## config.mk

```make
export PLATFORM = sky130hd
export DESIGN_NAME = cdb_arbiter_flat
export DESIGN_NICKNAME = d
export VERILOG_FILES = /design/src/rtl/cdb_arbiter_if.sv /design/src/rtl/cdb_arbiter.sv /design/src/flat_wrapper.sv
export SDC_FILE = /design/constraint.sdc
export NUM_CORES = 1
export LEC_CHECK = 0
export CAP_MARGIN = 20
export CORE_ASPECT_RATIO = 1.5
export CORE_UTILIZATION = 55
export DETAILED_ROUTE_END_ITERATION = 16
export GPL_TIMING_DRIVEN = 0
export PLACE_DENSITY = 0.87
export SLEW_MARGIN = 5
export SYNTH_ARGS = -nofsm -noshare
export SYNTH_HDL_FRONTEND = slang
export SYNTH_SLANG_ARGS = --single-unit
```

## constraint.sdc

```tcl
create_clock -name clock -period 16.8 [get_ports clock]
set_input_delay 2.52 -clock clock [delete_from_list [all_inputs] [get_ports clock]]
set_output_delay 2.52 -clock clock [all_outputs]
set_load 0.01 [all_outputs]
```

## src/rtl/cdb_arbiter_if.sv

```systemverilog
// FU-side completion handshake and CDB broadcast bundle for cdb_arbiter.
// The arbiter takes the slave view; the completing side takes the master view.
interface cdb_arbiter_if #(
    parameter int N_FU     = 4,
    parameter int N_WAY    = 2,
    parameter int CDB_BITS = 6,
    parameter int XLEN     = 32
);
    localparam int PW = (N_FU > 1) ? $clog2(N_FU) : 1;

    logic [N_FU-1:0]                fu_valid;
    logic [N_FU-1:0][CDB_BITS-1:0]  fu_tag;
    logic [N_FU-1:0]                fu_is_branch;
    logic [N_FU-1:0]                fu_take_branch;
    logic [N_FU-1:0][XLEN-1:0]      fu_br_target;
    logic [N_FU-1:0]                fu_ready;
    logic [N_WAY-1:0]               cdb_valid;
    logic [N_WAY-1:0][CDB_BITS-1:0] cdb_tag;
    logic                           cdb_take_branch;
    logic [XLEN-1:0]                cdb_br_target;
    logic [PW-1:0]                  rr_ptr_o;

    modport master (
        output fu_valid, fu_tag, fu_is_branch, fu_take_branch, fu_br_target,
        input  fu_ready, cdb_valid, cdb_tag, cdb_take_branch, cdb_br_target,
        input  rr_ptr_o
    );

    modport slave (
        input  fu_valid, fu_tag, fu_is_branch, fu_take_branch, fu_br_target,
        output fu_ready, cdb_valid, cdb_tag, cdb_take_branch, cdb_br_target,
        output rr_ptr_o
    );
endinterface

```

## src/rtl/cdb_arbiter.sv

```systemverilog
// Common data bus arbiter: one holding slot per FU, round-robin grant of up
// to N_WAY slots per cycle onto registered CDB lanes, at most one branch.
module cdb_arbiter #(
    parameter int N_FU     = 4,
    parameter int N_WAY    = 2,
    parameter int CDB_BITS = 6,
    parameter int XLEN     = 32
) (
    input  logic        clock,
    input  logic        reset,
    input  logic        flush,
    cdb_arbiter_if.slave bus
);
    localparam int PW = (N_FU > 1) ? $clog2(N_FU) : 1;

    logic [N_FU-1:0]                hold_v_q, hold_v_d;
    logic [N_FU-1:0][CDB_BITS-1:0]  hold_tag_q, hold_tag_d;
    logic [N_FU-1:0]                hold_br_q, hold_br_d;
    logic [N_FU-1:0]                hold_take_q, hold_take_d;
    logic [N_FU-1:0][XLEN-1:0]      hold_tgt_q, hold_tgt_d;
    logic [PW-1:0]                  rr_ptr_q, rr_ptr_d;
    logic [N_WAY-1:0]               cdb_valid_q, cdb_valid_d;
    logic [N_WAY-1:0][CDB_BITS-1:0] cdb_tag_q, cdb_tag_d;
    logic                           cdb_take_q, cdb_take_d;
    logic [XLEN-1:0]                cdb_tgt_q, cdb_tgt_d;

    logic [N_FU-1:0]                grant;
    logic [N_WAY-1:0]               lane_v;
    logic [N_WAY-1:0][CDB_BITS-1:0] lane_tag;
    logic                           br_seen;
    logic                           br_take;
    logic [XLEN-1:0]                br_tgt;
    logic [PW-1:0]                  last;
    logic [N_FU-1:0]                fu_ready;
    int                             n_gnt;

    // Scan slots from rr_ptr with wrap; a branch is only eligible if no
    // earlier slot in scan order already took the single branch lane.
    always_comb begin
        grant    = '0;
        lane_v   = '0;
        lane_tag = '0;
        br_seen  = 1'b0;
        br_take  = 1'b0;
        br_tgt   = '0;
        last     = rr_ptr_q;
        n_gnt    = 0;
        for (int k = 0; k < N_FU; k++) begin
            for (int i = 0; i < N_FU; i++) begin
                if (i == (int'(rr_ptr_q) + k) % N_FU && hold_v_q[i] &&
                    n_gnt < N_WAY && !(hold_br_q[i] && br_seen)) begin
                    grant[i] = 1'b1;
                    for (int w = 0; w < N_WAY; w++) begin
                        if (w == n_gnt) begin
                            lane_v[w]   = 1'b1;
                            lane_tag[w] = hold_tag_q[i];
                        end
                    end
                    if (hold_br_q[i]) begin
                        br_seen = 1'b1;
                        br_take = hold_take_q[i];
                        br_tgt  = hold_tgt_q[i];
                    end
                    last  = PW'(i);
                    n_gnt = n_gnt + 1;
                end
            end
        end
    end

    always_comb begin
        fu_ready    = '0;
        hold_v_d    = hold_v_q;
        hold_tag_d  = hold_tag_q;
        hold_br_d   = hold_br_q;
        hold_take_d = hold_take_q;
        hold_tgt_d  = hold_tgt_q;
        rr_ptr_d    = rr_ptr_q;
        cdb_valid_d = lane_v;
        cdb_tag_d   = lane_tag;
        cdb_take_d  = br_take;
        cdb_tgt_d   = br_tgt;
        if (flush) begin
            hold_v_d    = '0;
            cdb_valid_d = '0;
            cdb_tag_d   = '0;
            cdb_take_d  = 1'b0;
            cdb_tgt_d   = '0;
        end else begin
            fu_ready = ~hold_v_q | grant;
            hold_v_d = hold_v_q & ~grant;
            for (int i = 0; i < N_FU; i++) begin
                if (bus.fu_valid[i] && fu_ready[i]) begin
                    // tag 0 is a no-destination completion: ack but drop
                    hold_v_d[i]    = |bus.fu_tag[i];
                    hold_tag_d[i]  = bus.fu_tag[i];
                    hold_br_d[i]   = bus.fu_is_branch[i];
                    hold_take_d[i] = bus.fu_take_branch[i];
                    hold_tgt_d[i]  = bus.fu_br_target[i];
                end
            end
            if (n_gnt != 0) begin
                rr_ptr_d = PW'((int'(last) + 1) % N_FU);
            end
        end
    end

    always_ff @(posedge clock) begin
        if (reset) begin
            hold_v_q    <= '0;
            hold_tag_q  <= '0;
            hold_br_q   <= '0;
            hold_take_q <= '0;
            hold_tgt_q  <= '0;
            rr_ptr_q    <= '0;
            cdb_valid_q <= '0;
            cdb_tag_q   <= '0;
            cdb_take_q  <= 1'b0;
            cdb_tgt_q   <= '0;
        end else begin
            hold_v_q    <= hold_v_d;
            hold_tag_q  <= hold_tag_d;
            hold_br_q   <= hold_br_d;
            hold_take_q <= hold_take_d;
            hold_tgt_q  <= hold_tgt_d;
            rr_ptr_q    <= rr_ptr_d;
            cdb_valid_q <= cdb_valid_d;
            cdb_tag_q   <= cdb_tag_d;
            cdb_take_q  <= cdb_take_d;
            cdb_tgt_q   <= cdb_tgt_d;
        end
    end

    assign bus.fu_ready        = fu_ready;
    assign bus.cdb_valid       = cdb_valid_q;
    assign bus.cdb_tag         = cdb_tag_q;
    assign bus.cdb_take_branch = cdb_take_q;
    assign bus.cdb_br_target   = cdb_tgt_q;
    assign bus.rr_ptr_o        = rr_ptr_q;
endmodule

```

## src/flat_wrapper.sv

```systemverilog
// flat-port wrapper written by rule: the top's interface ports become plain ports
module cdb_arbiter_flat 
#(
    parameter int N_FU     = 4,
    parameter int N_WAY    = 2,
    parameter int CDB_BITS = 6,
    parameter int XLEN     = 32
)
  (clock, reset, flush, bus_fu_valid, bus_fu_tag, bus_fu_is_branch, bus_fu_take_branch, bus_fu_br_target, bus_fu_ready, bus_cdb_valid, bus_cdb_tag, bus_cdb_take_branch, bus_cdb_br_target, bus_rr_ptr_o);
  cdb_arbiter_if #(.N_FU(N_FU), .N_WAY(N_WAY), .CDB_BITS(CDB_BITS), .XLEN(XLEN)) bus_i ();
  input  logic clock;
  input  logic reset;
  input  logic flush;
  input wire logic [$bits(bus_i.fu_valid)-1:0] bus_fu_valid;
  input wire logic [$bits(bus_i.fu_tag)-1:0] bus_fu_tag;
  input wire logic [$bits(bus_i.fu_is_branch)-1:0] bus_fu_is_branch;
  input wire logic [$bits(bus_i.fu_take_branch)-1:0] bus_fu_take_branch;
  input wire logic [$bits(bus_i.fu_br_target)-1:0] bus_fu_br_target;
  output wire logic [$bits(bus_i.fu_ready)-1:0] bus_fu_ready;
  output wire logic [$bits(bus_i.cdb_valid)-1:0] bus_cdb_valid;
  output wire logic [$bits(bus_i.cdb_tag)-1:0] bus_cdb_tag;
  output wire logic [$bits(bus_i.cdb_take_branch)-1:0] bus_cdb_take_branch;
  output wire logic [$bits(bus_i.cdb_br_target)-1:0] bus_cdb_br_target;
  output wire logic [$bits(bus_i.rr_ptr_o)-1:0] bus_rr_ptr_o;
  assign bus_i.fu_valid = bus_fu_valid;
  assign bus_i.fu_tag = bus_fu_tag;
  assign bus_i.fu_is_branch = bus_fu_is_branch;
  assign bus_i.fu_take_branch = bus_fu_take_branch;
  assign bus_i.fu_br_target = bus_fu_br_target;
  assign bus_fu_ready = bus_i.fu_ready;
  assign bus_cdb_valid = bus_i.cdb_valid;
  assign bus_cdb_tag = bus_i.cdb_tag;
  assign bus_cdb_take_branch = bus_i.cdb_take_branch;
  assign bus_cdb_br_target = bus_i.cdb_br_target;
  assign bus_rr_ptr_o = bus_i.rr_ptr_o;
  cdb_arbiter #(.N_FU(N_FU), .N_WAY(N_WAY), .CDB_BITS(CDB_BITS), .XLEN(XLEN)) u_core (.clock(clock), .reset(reset), .flush(flush), .bus(bus_i));
endmodule
```

== Word level (Yosys, flattened, before mapping) ==
Cells that the tools add are included.
Operators by class
  add/sub/neg operators: 19
  order comparisons: 15
  equal/unequal tests: 27
  muxes and demuxes: 238
  bitwise gates (word level): 8
  reduce and logical (&&, ||, !) cells: 113
Operator list (count)
  32-bit 2-to-1 mux: 47
  32-bit logical NOT: 19
  32-bit by 2-bit adder with 32-bit output (second input constant): 14
  2-bit by 32-bit == test with 1-bit output (first input constant): 14
  32-bit by 3-bit < comparator with 1-bit output (second input constant): 14
  6-bit 2-to-1 mux: 31
  12-bit 2-to-1 mux: 15
  1-bit 2-to-1 mux: 113
  1-bit logical AND: 65
  2-bit 2-to-1 mux: 31
  32-bit nonzero test: 1
  6-bit OR reduction: 4
  3-bit == test (first input constant): 6
  1-bit logical NOT: 15
  2-bit AND reduction: 5
  2-bit by 3-bit == test with 1-bit output (first input constant): 3
  4-bit NOT: 2
  2-bit OR reduction: 4
  2-bit by 1-bit adder with 2-bit output (second input constant): 2
  2-bit adder (second input constant): 2
  4-bit AND: 1
  2-bit == test (first input constant): 2
  4-bit 2-to-1 mux: 1
  4-bit OR: 1
  6 further kinds: 8
Word-level totals
  bits in registers: 213
  input port bits: 167
  output and inout port bits: 53
  logic and storage cells: 443

== Longest topological paths before layout ==
  word-level depth: 66
  mapped depth: 55
  depth with buffers taken out: 52

== Least setup slack after synthesis ==
OpenSTA, ideal clock, no wires.
  kind: reg2out
  start point: reg u_core.rr_ptr_q[0], in the netlist u_core.bus.rr_ptr_o[0]
  end point: out bus_fu_ready[2]
  arrival: 9258 ps
  required time: 14280 ps
  setup slack: 5022 ps
  cell stages (with the launch flop): 42
  path buffers: 3
  path through: dfxtp_1 buf_6 nor2b_1 and2_0 clkbuf_1 inv_1 ha_1 xor2_1 ha_1 nand2_1 o22a_2 ha_1 a211oi_1 nor2_1 ha_1 nand4b_1 and2_1 ha_1 [... 6 more ...] nor3_1 nor2_1 ha_1 o22a_1 o21a_1 ha_1 a211o_1 nor2_1 nor2_1 ha_1 or4_1 o211a_1 ha_1 inv_1 a21bo_1 buf_2 nor4_4 o41a_1
Between the ends
  longest elaborated chain between the ends: 61
  elaborated cells between the ends (all ways): 169
  classes of those cells: add/sub: 16; order compare: 14; eq/ne: 11; mux: 46; bitwise: 4; reduce/logical: 78
Ends and longest elaborated chain
  start: declaration: RTL line cdb_arbiter.sv:21  | logic [PW-1:0] rr_ptr_q, rr_ptr_d;
  start signal: assignment: RTL line cdb_arbiter.sv:126  | rr_ptr_q <= rr_ptr_d;
  32-bit logical NOT: RTL line cdb_arbiter.sv:50  | if (i == (int'(rr_ptr_q) + k) % N_FU && hold_v_q[i] &&
  1-bit logical AND: RTL line cdb_arbiter.sv:50
  1-bit 2-to-1 mux: RTL line cdb_arbiter.sv:50
  1-bit by 2-bit < comparator with 1-bit output or 1-bit logical AND (tied branches): RTL line cdb_arbiter.sv:51  | n_gnt < N_WAY && !(hold_br_q[i] && br_seen)) begin
  1-bit logical AND or 1-bit logical NOT (tied branches): RTL line cdb_arbiter.sv:50, cdb_arbiter.sv:51
  1-bit logical AND: RTL line cdb_arbiter.sv:51
  32-bit 2-to-1 mux or 1-bit 2-to-1 mux (tied branches): RTL line cdb_arbiter.sv:50
  32-bit by 3-bit < comparator with 1-bit output or 1-bit logical AND (tied branches): RTL line cdb_arbiter.sv:51
  [... 45 more ...]
  1-bit logical AND: RTL line cdb_arbiter.sv:51
  32-bit 2-to-1 mux or 1-bit 2-to-1 mux (tied branches): RTL line cdb_arbiter.sv:50
  32-bit by 3-bit < comparator with 1-bit output or 1-bit logical AND (tied branches): RTL line cdb_arbiter.sv:51
  1-bit logical AND or 1-bit logical NOT (tied branches): RTL line cdb_arbiter.sv:50, cdb_arbiter.sv:51
  1-bit logical AND: RTL line cdb_arbiter.sv:51
  1-bit 2-to-1 mux (*): RTL line cdb_arbiter.sv:50
  4-bit OR (*): RTL line cdb_arbiter.sv:90  | fu_ready = ~hold_v_q | grant;
  4-bit 2-to-1 mux (*): RTL line cdb_arbiter.sv:83  | if (flush) begin
  end: declaration: RTL line flat_wrapper.sv:19  | output wire logic [$bits(bus_i.fu_ready)-1:0] bus_fu_ready;
Every way passes the cells marked *; elsewhere a longest branch is shown, timed or not.

== Final worst setup path ==
Same ends and word-level chain as after synthesis.

==> results.py <==
metrics = {
    "clock_tree": {
        "cts-root-buf": "clkbuf_16",
        "cts_tree": "built",
        "clkTransAtPathRegs_ns": 0.06,
        "cts_max_level": 1,
        "clk_path_buf_depth": 3,
        "postCtsHoldBufs": 0,
        "cts_buffers": 21,
        "insertion_delay_ns": 0.52,
        "post_cts_resized": 0,
        "post_cts_buffers": 0,
        "clock_sinks": 213,
    },
    "yosys": {
        "ys.flop_type": "dfxtp_1",
        "ys_async_sr_fraction_pct": 0,
        "synth_area_per_cell_sq_um": 7.93,
        "syn_inst": 1414,
        "ys_seq_area_share_pct": 38.0,
        "ys_warn_count": 0,
        "synth_edf_count": 0,
        "syn-num-nets": 1620,
        "synth_cell_types": 77,
        "ys_ff_latch": 213,
        "syn-cell-area_sq_mm": 0.0112,
    },
    "placement": {
        "numPortBuffers": 217,
        "place.gp.congestion": 0.986,
        "hpwl_microns": 30900,
    },
    "cells_and_area": {
        "seqCellArea_sq_mm": 0.00426,
        "drive_gt1_share_pct": 4.67,
        "fillers": 1584,
        "multiInputGateArea_sq_mm": 0.00629,
        "final_common_cell": "nand2_1",
        "syn2layout_area_growth_pct": 28.2,
        "nets": 1860,
        "layout_common_cells": "nand2_1 (268), clkdlybuf4s50_1 (217), dfxtp_1 (213), nor2_1 (150), a21oi_1 (137)",
    },
    "pwr": {
        "combinationalPowerShare_pct": 26.2,
        "power_density_mw_per_mm2": 94.9,
        "sw_frac_of_total_pct": 30.9,
        "vdd_ir_drop_max_v": 0.0000784,
        "clkPwrFrac_pct": 33.9,
        "power_leakage_nw": 5.48,
        "p_switching_uw": 422,
        "p_int_uw": 943,
        "seq_power_share_pct": 39.9,
    },
    "hold_path": {
        "min_path_type": "flop to flop",
        "min_delay_path_depth": 2,
        "hp-start": "u_core.hold_tgt_q[17]",
        "holdPathEnd": "u_core.hold_tgt_q[17]",
    },
    "setup_path": {
        "slowest_stage": "a21oi_1",
        "crit_start": "u_core.bus.rr_ptr_o[0]",
        "r2r-start": "u_core.bus.rr_ptr_o[0]",
        "worst-path-buf-inv": 8,
        "r2r_slack_ns": 3.06,
        "path_delay_family": "simple AND/OR/NAND/NOR gates",
        "reg2regPathDepth": 51,
        "cp.required_ns": 14.28,
        "path_common_cell": "ha_1",
        "worstPathArrival_ns": 12.64,
        "critPathMaxStageDelay_ns": 0.84,
        "endpoint_kind": "output port",
        "startpoint_type": "flop",
        "worstReg2RegEnd": "u_core.bus.rr_ptr_o[0]",
        "worstSetupPathType": "flop to output port",
        "cp_max_fo": 10,
    },
    "floorplan": {
        "die_h_microns": 177,
        "initial_core_util_pct": 56.5,
        "rows": 63,
        "ios": 220,
        "fp.dieW_microns": 119,
        "die-area_sq_mm": 0.0210,
        "core-area_sq_mm": 0.0199,
    },
    "drt": {
        "first_iter_violations": 1232,
        "vias_per_cell": 6.17,
        "wl_per_cell_microns": 21.1,
        "drtPass1Iterations": 9,
        "antenna_left": 0,
        "drc": 0,
        "vias": 11900,
        "finalWirelength_microns": 40700,
    },
    "grt": {
        "grt_remaining_overflow": 0,
        "antenna_found_initial": 2,
        "gr-usage-all-layers_pct": 37.9,
        "grt_pass1_vias": 11900,
        "grt_pass1_wl_microns": 62400,
        "grt_max_degree": 15,
    },
    "sta": {
        "skew_ns": 0.0220,
        "fmax_mhz": 66.0,
        "worstMarginPinSlew_ns": 1.11,
        "slew-limit-headroom_pct": 26.2,
        "timing.setup.tns_ns": 0,
        "finalSetupViolCount": 0,
        "hold_violations": 0,
        "layout_min_cycle_time_ns": 15.16,
        "whs_ns": 0.454,
        "finalCritPeriodShare_pct": 90.2,
        "rsz0062_at_grt": "false",
        "finalMaxSlewViolations": 0,
    },
    "outcome": {
        "status": "finished clean",
    },
    "job": {
        "maxCapViolations": 0,
    },
}
## routing by layer
layer	global-route usage [%]	wire length, microns	vias to the layer above
li1	-	-	5480
met1	37.5	13600	5575
met2	69.7	20700	679
met3	6.35	3240	182
met4	29.8	3210	0
met5	0	0	-
## cells in the mapped netlist (all sizes together), types with 6 or more instances
cell     count  area [sq um]
nand2      268          1010
dfxtp      213          4260
nor2       151           574
a21oi      138           694
clkbuf      97           370
mux2i       88           881
o21ai       40           200
a222oi      39           390
ha          39           488
inv         39           146
a211oi      35           268
buf         26           146
and2        22           140
nand3       21           105
a31oi       20           125
nor3        18           111
a22oi       13          97.6
and3        12          75.1
a211o       11          96.3
a2bb2oi     11          96.3
o22ai       11          68.8
nor4         9          71.3
xnor2        8          70.1
a311oi       6          52.6
o211ai       6          45.0
or4          6          45.0
## layout make-up
cell class                 instances  area share [%]
inverter                          39            1.02
multi-input combinational       1039            43.7
sequential                       213            29.7
clock inverter                     7           0.487
clock buffer                      31            4.12
timing repair buffer             217            15.1
buffer                           123            3.59
antenna                            2          0.0348
tap                              260            2.26
## registers in the layout (all words and copies together), names as in the netlist
name                        cells
u_core.bus.cdb_take_branch      1
u_core.hold_br_q                4
u_core.hold_tag_q              24
u_core.bus.rr_ptr_o             2
u_core.hold_take_q              4
u_core.bus.cdb_tag             12
u_core.hold_v_q                 4
u_core.bus.cdb_br_target       32
u_core.bus.cdb_valid            2
u_core.hold_tgt_q             128
## power groups by stage
stage / Clock (mW) / Combinational (mW) / Sequential, mW
floorplan: 0 / 0.217 / 0.553
global placement: 0 / 0.342 / 0.553
detailed placement: 0 / 0.349 / 0.554
CTS: 0.463 / 0.352 / 0.544
global route: 0.481 / 0.388 / 0.546
finish: 0.463 / 0.358 / 0.544
## kinds of logic (layout without fill, tap and decap cells)
group / count (synthesis) / in the layout / synth area share (%)
flip-flops: 213 / 213 / 38.0
adder cells (fa/ha/maj): 39 / 39 / 4.35
AO/OA/AOI/OAI: 365 / 365 / 22.0
buffers and inverters: 162 / 417 / 5.91
XOR/XNOR: 11 / 11 / 0.926
multiplexers: 89 / 89 / 7.95
AND/OR/NAND/NOR: 535 / 535 / 20.9
other: 0 / 2 / 0
## per-stage QoR
step / cells / total power, mW / cell area (sq um) / setup slack [ns] / util [%]
after global placement: 1891 / 0.896 / 13700 / 2.58 / 69.0
after global routing: 1931 / 1.42 / 14400 / 1.17 / 72.4
after floorplan: 1414 / 0.770 / 11200 / 5.02 / -
final: 1931 / 1.36 / 14400 / 1.64 / 72.4
after CTS: 1929 / 1.36 / 14400 / 1.88 / 72.4
after detailed placement: 1891 / 0.903 / 13700 / 2.51 / 69.0
## worst reg2reg max path, delay by kind of cell (launching register included)
kind,cells,cell delay [ns]
AO/OA/AOI/OAI,11,2.74
XOR/XNOR,4,0.94
adder cells (fa/ha/maj),11,3.50
buffers and inverters,8,1.21
flip-flops,1,0.36
AND/OR/NAND/NOR,17,4.85
## worst max-delay path by stage
stage                                  to  slack [ns]  cells past startpoint
after floorplan           bus_fu_ready[2]        5.02                     41
after global placement    bus_fu_ready[2]        2.58                     41
after detailed placement  bus_fu_ready[2]        2.51                     41
after CTS                 bus_fu_ready[2]        1.88                     41
after global routing      bus_fu_ready[2]        1.17                     41
final                     bus_fu_ready[2]        1.64                     41
Power figures use the tool's default switching activity.
